File: config.mk
export PLATFORM = sky130hd
export DESIGN_NAME = input_debounce
export DESIGN_NICKNAME = d
export VERILOG_FILES = /design/src/rtl/debounce_pkg.sv /design/src/rtl/sync_chain.sv /design/src/rtl/input_debounce.sv
export SDC_FILE = /design/constraint.sdc
export NUM_CORES = 1
export LEC_CHECK = 0
export CAP_MARGIN = 20
export CORE_AREA = 2 2 39 41
export CTS_CLUSTER_DIAMETER = 30
export CTS_CLUSTER_SIZE = 24
export DETAILED_ROUTE_END_ITERATION = 8
export DIE_AREA = 0 0 41 43
export GPL_TIMING_DRIVEN = 0
export PLACE_DENSITY = 0.48
export SYNTH_ARGS = -nofsm -noshare
export SYNTH_HDL_FRONTEND = slang
export SYNTH_SLANG_ARGS = --single-unit
File: constraint.sdc
create_clock -name clock -period 1.7 [get_ports clock]
set_input_delay 0.17 -clock clock [delete_from_list [all_inputs] [get_ports clock]]
set_output_delay 0.17 -clock clock [all_outputs]
set_load 0.03 [all_outputs]
File: src/rtl/debounce_pkg.sv
// Shared types and defaults for the input debounce slice.
package debounce_pkg;

  typedef enum logic [1:0] {ST_LO, WAIT_HI, ST_HI, WAIT_LO} debounce_state_t;

  localparam int unsigned DEBOUNCE_DEFAULT = 4;
  localparam int unsigned SYNC_DEFAULT     = 2;

endpackage

File: src/rtl/sync_chain.sv
// Multi-flop synchronizer for a single asynchronous level; clears on synchronous reset.
module sync_chain #(
  parameter int unsigned SYNC_STAGES = 2
) (
  input  logic clock,
  input  logic reset,
  input  logic d,
  output logic q
);

  logic [SYNC_STAGES-1:0] stages_q;

  always_ff @(posedge clock) begin
    if (reset) begin
      stages_q <= '0;
    end else begin
      stages_q <= {stages_q[SYNC_STAGES-2:0], d};
    end
  end

  assign q = stages_q[SYNC_STAGES-1];

endmodule

File: src/rtl/input_debounce.sv
// Synchronizes a bouncing raw level, accepts a new level only after DEBOUNCE_CYCLES stable
// samples, and emits registered level plus one-cycle rise/fall pulses.
module input_debounce
  import debounce_pkg::*;
#(
  parameter int unsigned SYNC_STAGES     = SYNC_DEFAULT,
  parameter int unsigned DEBOUNCE_CYCLES = DEBOUNCE_DEFAULT
) (
  input  logic clock,
  input  logic reset,
  input  logic raw_in,
  output logic out,
  output logic rise,
  output logic fall
);

  localparam int unsigned CntW = $clog2(DEBOUNCE_CYCLES + 1);
  localparam logic [CntW-1:0] CntLast = CntW'(DEBOUNCE_CYCLES - 1);

  logic            sync;
  debounce_state_t state_q, state_d;
  logic [CntW-1:0] cnt_q, cnt_d;
  logic            out_d, rise_d, fall_d;

  sync_chain #(
    .SYNC_STAGES(SYNC_STAGES)
  ) u_sync (
    .clock(clock),
    .reset(reset),
    .d    (raw_in),
    .q    (sync)
  );

  always_comb begin
    state_d = state_q;
    cnt_d   = cnt_q;
    out_d   = out;
    rise_d  = 1'b0;
    fall_d  = 1'b0;
    case (state_q)
      ST_LO: begin
        out_d = 1'b0;
        if (sync) begin
          state_d = WAIT_HI;
          cnt_d   = '0;
        end
      end
      WAIT_HI: begin
        out_d = 1'b0;
        if (!sync) begin
          // Bounce rejected before the level proved stable.
          state_d = ST_LO;
          cnt_d   = '0;
        end else if (cnt_q == CntLast) begin
          state_d = ST_HI;
          cnt_d   = '0;
          out_d   = 1'b1;
          rise_d  = 1'b1;
        end else begin
          cnt_d = cnt_q + 1'b1;
        end
      end
      ST_HI: begin
        out_d = 1'b1;
        if (!sync) begin
          state_d = WAIT_LO;
          cnt_d   = '0;
        end
      end
      WAIT_LO: begin
        out_d = 1'b1;
        if (sync) begin
          state_d = ST_HI;
          cnt_d   = '0;
        end else if (cnt_q == CntLast) begin
          state_d = ST_LO;
          cnt_d   = '0;
          out_d   = 1'b0;
          fall_d  = 1'b1;
        end else begin
          cnt_d = cnt_q + 1'b1;
        end
      end
      default: begin
        state_d = ST_LO;
        cnt_d   = '0;
        out_d   = 1'b0;
      end
    endcase
  end

  always_ff @(posedge clock) begin
    if (reset) begin
      state_q <= ST_LO;
      cnt_q   <= '0;
      out     <= 1'b0;
      rise    <= 1'b0;
      fall    <= 1'b0;
    end else begin
      state_q <= state_d;
      cnt_q   <= cnt_d;
      out     <= out_d;
      rise    <= rise_d;
      fall    <= fall_d;
    end
  end

endmodule
# After elaboration in Yosys (flattened, before gate mapping)
# Cells that the tools add are included.
[classes]
n_reduce_logical = 5
addsub = 1
bitwise_logic = 2
muxes = 18
eq_ne = 8
[ops]
columns = ["operator", "n"]
rows = [
  ["2-to-1 mux 3 bit", 5],
  ["2-to-1 mux 2 bit", 6],
  ["case mux 3 bit (4 select lines)", 1],
  ["case mux 2 bit (4 select lines)", 1],
  ["== test 2 bit (second input constant)", 2],
  ["2-to-1 mux 1 bit", 4],
  ["case mux 1 bit (4 select lines)", 1],
  ["AND reduction 4 bit", 1],
  ["adder 3 x 1 -> 3 bit (second input constant)", 1],
  ["== test 3 x 2 -> 1 bit (second input constant)", 1],
  ["inequality test 3 x 2 -> 1 bit (second input constant)", 1],
  ["inequality test 3 bit (second input constant)", 1],
  ["OR reduction 3 bit", 1],
  ["== test 2 x 1 -> 1 bit (second input constant)", 1],
  ["zero test 2 bit", 1],
  ["inequality test 2 x 1 -> 1 bit (second input constant)", 1],
  ["inequality test 2 bit (second input constant)", 1],
  ["inverter 1 bit", 2],
  ["AND reduction 2 bit", 1],
  ["OR reduction 2 bit", 1],
]
[totals]
elab_cells = 40
reg_bits = 10
inputBits = 3
output_inout_bits = 3

# Depth between registers and ports, before layout
# Gate-level depths: netlist of run 1.
[logic_depth]
word_depth = 4
ltp_mapped = 4
depth_no_buf = 4

# Cells and area by module
# From an unflattened synthesis of run 1, not the netlist that was laid out.
[unflattened]
hier_cells = 35
hier_area_um2 = 381.6
[modules_own_cells]
columns = ["mod", "seq_area_each_um2", "cells_each", "area_each_um2", "n_inst"]
rows = [
  ["input_debounce", 160.2, 31, 329.1, 1],
  ["sync_chain", 40.0, 4, 52.6, 1],
]

# Worst setup path after synthesis of run 1
# OpenSTA, ideal clock, no wires.
[synth_timing]
path_type = "register to register"
from = "register (tool-made name)"
to = "register cnt_q[0]"
stages_incl_launch_ff = 4
arrival_ns = 1.023
synth_period_minus_slack_ns = 1.110
setup_slack_ns = 0.590
required_time_ns = 1.613
setup_ns = 0.087
path_buffers = 0
path_cell_list = "dfxtp_1 xor2_1 or4b_1 o31ai_1"
[synth_rtl]
columns = ["item", "line_no", "rtl"]
rows = [
  ["end signal, assigned", "input_debounce.sv:101", "cnt_q <= cnt_d;"],
  ["end, declared", "input_debounce.sv:22", "logic [CntW-1:0] cnt_q, cnt_d;"],
]

# Final worst setup path of run 1
[layout_timing]
from = "register out"
to = "output port out"
[layout_rtl]
columns = ["item", "line_no", "rtl"]
rows = [
  ["start, declared", "input_debounce.sv:12", "output logic out,"],
  ["start signal, assigned", "input_debounce.sv:102", "out <= out_d;"],
]
# No word-level cell between the ends.

==> flow_summary.yaml, run 1 <==
status:
  outcome: "complete, no violations"
floorplan:
  initial_core_util_pct: 26.04
  floorplan.io_pins: 6
  total_die_area_sq_um: 1763
  core_sq_um: 1384
  floorplan.die.height_um: 43
  placementRows: 14
  fp.dieW_um: 41
yosys:
  synth_adder_area_share_pct: 3.472
  postSynth.topFlopCell: "dfxtp_1"
  largest_area_contributor_in_the_netlist: "dfxtp_1"
  netlist_instances: 34
  synth_sequential_area_ratio_pct: 55.56
  main_combinational_cell_family_by_area_after_synthesis: "simple AND/OR/NAND/NOR gates"
  syn-cell-area_sq_um: 360.3
  synthDominantCellAreaShare_pct: 55.56
  synthMuxAreaShare_pct: 2.778
  yosysMostFrequentCell: "dfxtp_1"
  yosys_reg_bits: 10
  synth-simple-area-share_pct: 27.78
  synth_async_sr_flop_share_pct: 0
  synth-xor-area-share_pct: 2.431
  count_of_flip_flops_with_a_built_in_enable_after_synthesis: 0
  synthesis.nets: 38
  synth_top_cells_by_area: "dfxtp_1 56%, nand2b_1 5.2%, nor4b_1 4.9%"
  post_synth_num_cell_types: 18
  share_of_the_synthesized_area_in_compound_gates_ao_oa_aoi_oai_pct: 5.903
  mapped_avg_cell_area_sq_um: 10.60
  synthesis.yosys.warnings: 0
  synth_commonest_cells: "10 x dfxtp_1, 3 x nand2b_1, 3 x nor2_1"
cts:
  cts_sinks: 10
  clkTransAtPathRegs_ns: 0.07
  cts_tree: "built"
  setup_buffers_after_cts: 0
  cts-hold-fix-buffers: 0
  htreeDepth: 1
  cts_root_buf: "clkbuf_4"
  clk-insertion-delay-late_ns: 0.27
  cts_buffers: 3
  post_cts.resized_instances: 0
  cts_max_path_buffers: 2
sta:
  final.min_clock_period_ns: 1.400
  final_period_utilization_pct: 82.36
  max_slew.worst_pin.slew_ns: 0.3801
  rsz0062_at_grt: "no"
  max_freq_mhz: 714.3
  final.setup_skew_ns: 0.001976
  whs_ns: 0.4390
  totalNegativeSetupSlack_ns: 0
  slew_viol_final: 0
  hold_viol_final: 0
  timing.final.setup_violations: 0
  setup_ws_ns: 0.2999
  maxSlewHeadroom_pct: 74.66
global_routing:
  grt_first_pass_wirelength_mm: 1.000
  largest_net_degree_at_the_start_of_global_routing: 11
  first_global_vias: 259
  gr-total-overflow: 0
  groute.usage.overall_pct: 9.284
  antenna_found_initial: 0
route:
  post_drt_wl_per_cell_um: 9.729
  detail_route.wirelength_um: 574
  drtAntennaViolNets: 0
  firstDrtPassIters: 3
  via_count: 271
  drc: 0
  route.detailed.vias_per_inst: 4.593
  detailedRoute.firstIterationViolations: 6
finish:
  final_core_util_pct: 33.73
  area_growth_pct: 29.51
  layout-drive-gt1-share_pct: 11.63
  layout.nets: 48
  stdcell_count: 59
  antennaDiodeCount: 0
worst_hold_path:
  worstHoldPathType: "reg2reg"
setup_path:
  critical_path_data_required_time_ns: 1.53
  critPathLaunchType: "register"
  path_cells: "clkdlybuf4s50_1"
  crit_path_top_delay_cell: "clkdlybuf4s50_1"
  crit_type: "reg2out"
  cp-end-kind: "output port"
  worst_path_dominant_cell_family: "buffers and inverters"
  cpPeakStageDelay_ns: 0.66
  worst-endpoint-arrival_ns: 1.23
  critPathBufInv: 1
  timing.critical_path.fanout_max: 1
place:
  globalplace.congestion: 0.6816
  portBuffers: 5
  dp.cells: 55
  place_worst_setup_slack_ns: 0.3711
  post-dp-hpwl_um: 430.8
job:
  cap_viol_max_count: 0
pwr:
  cellPowerDensity_nw_per_um2: 1006
  leakage_power_nw: 0.1801
  max_vdd_drop_v: 0.0003833
layer usage:
metal	GRT usage [%]	share of wire, %	up-vias
met5	0	0	-
met4	10.00	2.1	0
met3	4.712	4.9	2
met2	12.50	50	6
met1	9.150	43	127
li1	-	-	136
cell families (layout without fill, tap and decap cells):
group	count (synthesis)	count (layout)
AND/OR/NAND/NOR	16	16
adder cells (fa/ha/maj)	1	1
multiplexers	1	1
XOR/XNOR	1	1
flip-flops	10	10
AO/OA/AOI/OAI	3	3
buffers and inverters	2	11
layout make-up:
cell class	instances	area, sq um
Fill cell	143	917.1
Buffer	1	3.754
Tap cell	16	20.02
Multi-Input combinational cell	22	152.6
Sequential cell	10	200.2
Inverter	1	3.754
Timing Repair Buffer	5	50.05
Clock buffer	4	36.28
flip-flops by register name, summed over array words and instances, names as in the netlist, named ones only:
register	count
state_q	1
out	1
rise	1
fall	1
cnt_q	3
u_sync.stages_q	2
path summary, 6_finish.rpt:
path                      start                 end  slack [ns]  cells past startpoint
max                         out                 out        0.30                      1
min          u_sync.stages_q[0]  u_sync.stages_q[1]        0.44                      1
min reg2reg  u_sync.stages_q[0]  u_sync.stages_q[1]        0.44                      1
max reg2reg            register            cnt_q[0]        0.50                      3
per-stage QoR:
stage,cell area [sq um],total power [mW]
final,466.7,0.4696
after global routing,466.7,0.4926
after CTS,466.7,0.4792
after detailed placement,430.4,0.2602
after global placement,430.4,0.2595
after floorplan,360.3,0.2529
placed cells by master, fill, tap and decap left out, drive strengths merged:
master	instances
nand3	1
inv	1
nor4b	2
o32ai	1
or4b	1
a21oi	1
nand3b	2
clkdlybuf4s50	5
nand2	1
xor2	1
nand2b	3
ha	1
o31ai	1
clkbuf	5
dfxtp	10
nor2	3
mux2i	1
or2	1
nor2b	2
report_power, final:
| group | internal [mW] | total, mW | switching, mW | leakage (nW) |
|---|---|---|---|---|
| Sequential | 0.237 | 0.239 | 0.00199 | 0.0810 |
| Clock | 0.130 | 0.215 | 0.0850 | 0.0210 |
| Combinational | 0.00851 | 0.0153 | 0.00678 | 0.0781 |
| Total | 0.376 | 0.470 | 0.0938 | 0.180 |
No activity file was read; power rests on OpenSTA's default activity.
==> run 2, diff against run 1 <==
- PLACE_DENSITY: 0.48 -> 0.5
- clock period: 1.7 -> 1.2 ns (I/O delays scaled with it)
==> flow_summary.yaml, run 2 (synthesis results as in run 1) <==
setup_path:
  timing.critical_path.fanout_max: 5
  crit_path_top_delay_cell: "or4b_1"
  worst-endpoint-arrival_ns: 1.37
  cpPeakStageDelay_ns: 0.48
  path_cells: "xor2_2, or4b_1, o31ai_1"
  reg2reg_to: "cnt_q[0]"
  reg2reg_setup_slack_ns: 0.008
  critical_path.endpoint: "cnt_q[0]"
  critPathBufInv: 0
  cp-end-kind: "register"
  reg2reg_path_depth: 3
  critical_path_depth: 3
  crit_type: "reg2reg"
  critPathLaunchType: "register"
  critical_path_data_required_time_ns: 1.38
  worst_path_dominant_cell_family: "simple AND/OR/NAND/NOR gates"
pwr:
  switching_share_pct: 19.90
  comb_power_share_pct: 3.5
  max_vdd_drop_v: 0.0006269
  internal-power_uw: 532.9
  power.share.sequential_pct: 51.1
  switchingPower_uw: 132.4
  leakage_power_nw: 0.1908
  clockPowerShare_pct: 45.3
  design_power_total_uw: 665.3
  cellPowerDensity_nw_per_um2: 1333
sta:
  totalNegativeSetupSlack_ns: 0
  whs_ns: 0.4134
  timing.final.setup_violations: 0
  final.setup_skew_ns: 0.004002
  setup_ws_ns: 0.007873
  maxSlewHeadroom_pct: 72.04
  final.min_clock_period_ns: 1.192
  slew_viol_final: 0
  rsz0062_at_grt: "yes"
  max_freq_mhz: 838.8
  final_period_utilization_pct: 99.34
  hold_viol_final: 0
  max_slew.worst_pin.slew_ns: 0.4194
route:
  wirelength_met1_um: 326
  drc: 0
  highest-signal-layer: "met4"
  post_drt_wl_per_cell_um: 12.72
  met2_wirelength_um: 399
  firstDrtPassIters: 3
  via_count: 287
  route.detailed.vias_per_inst: 4.783
  detailedRoute.firstIterationViolations: 6
  wl_met3_um: 19
  drtAntennaViolNets: 0
  detail_route.wirelength_um: 763
finish:
  antennaDiodeCount: 0
  layout.nets: 49
  reg_top3: "cnt_q: 3 flops, u_sync.stages_q: 2 flops"
  most-common-layout-cells: "6 x dfxtp_1, 4 x dfxtp_2"
  design_area_sq_um: 499.2
  layout_commonest_cell: "dfxtp_1"
  layout-drive-gt1-share_pct: 29.55
  number_of_flip_flops_under_the_largest_register_name: 3
  area_growth_pct: 38.54
  regMostFlops: "cnt_q"
worst_hold_path:
  worstHoldPathType: "in2reg"
floorplan:
  placementRows: 14
  core_sq_um: 1384
  floorplan.die.height_um: 43
  total_die_area_sq_um: 1763
  initial_core_util_pct: 26.04
  fp.dieW_um: 41
  floorplan.io_pins: 6
cts:
  clkTransAtPathRegs_ns: 0.07
  cts_buffers: 3
  cts_sinks: 10
  clk-insertion-delay-late_ns: 0.26
  cts_max_path_buffers: 2
  cts_root_buf: "clkbuf_4"
  htreeDepth: 1
  cts_tree: "built"
  cts-hold-fix-buffers: 0
global_routing:
  gr-total-overflow: 0
  antenna_found_initial: 0
  first_global_vias: 280
  grt_first_pass_wirelength_mm: 1.104
  groute.usage.overall_pct: 9.514
  largest_net_degree_at_the_start_of_global_routing: 11
place:
  place_worst_setup_slack_ns: -0.08218
  portBuffers: 5
  post-dp-hpwl_um: 478.6
  postPlaceCellArea_sq_um: 430.4
  globalplace.congestion: 0.6987
status:
  outcome: "complete, no violations"
job:
  cap_viol_max_count: 0
run 2: cell type report:
cell class / count / area, sq um
fill: 147 / 884.6
sequential: 10 / 205.2
multi-input combinational: 22 / 176.4
timing repair buffer: 6 / 53.80
clock buffer: 4 / 36.28
tap: 16 / 20.02
buffer: 1 / 3.754
inverter: 1 / 3.754
run 2: power groups by stage:
stage	Combinational (mW)	Sequential [mW]	Clock, mW
final	0.0235	0.340	0.302
after global routing	0.0257	0.340	0.323
after CTS	0.0228	0.339	0.306
after detailed placement	0.0225	0.346	0
after global placement	0.0215	0.346	0
after floorplan	0.0126	0.346	0
run 2: worst min-delay path by stage:
| stage | slack (ns) | from | cells past startpoint | to |
|---|---|---|---|---|
| after floorplan | 0.25 | raw_in | 1 | u_sync.stages_q[0] |
| after global placement | 0.43 | u_sync.stages_q[0] | 1 | u_sync.stages_q[1] |
| after detailed placement | 0.45 | cnt_q[2] | 2 | cnt_q[2] |
| after CTS | 0.41 | raw_in | 2 | u_sync.stages_q[0] |
| after global routing | 0.43 | raw_in | 2 | u_sync.stages_q[0] |
| final | 0.41 | raw_in | 2 | u_sync.stages_q[0] |
run 2: timing repair:
action	4_1_cts	5_1_grt
resized for setup	5	6
endpoints found under the setup margin	5	6
pin swaps	0	2
endpoints found under the hold margin	0	0
buffers inserted	0	1
run 2: per-stage QoR:
stage	utilization (%)	std cells
2_1_floorplan	-	34
3_3_place_gp	31.10	55
3_5_place_dp	31.10	55
4_1_cts	34.09	59
5_1_grt	36.08	60
6_report	36.08	60
run 2: per-layer routing:
layer	vias up	track usage, %
met5	-	0
met4	0	8.000
met3	2	1.571
met2	5	15.00
met1	143	10.23
li1	137	-
run 2: worst register-to-register path, stage by stage, from the launching register on:
cell and delay [ns]:
dfxtp_2 0.35, xor2_2 0.20, or4b_1 0.48, o31ai_1 0.08
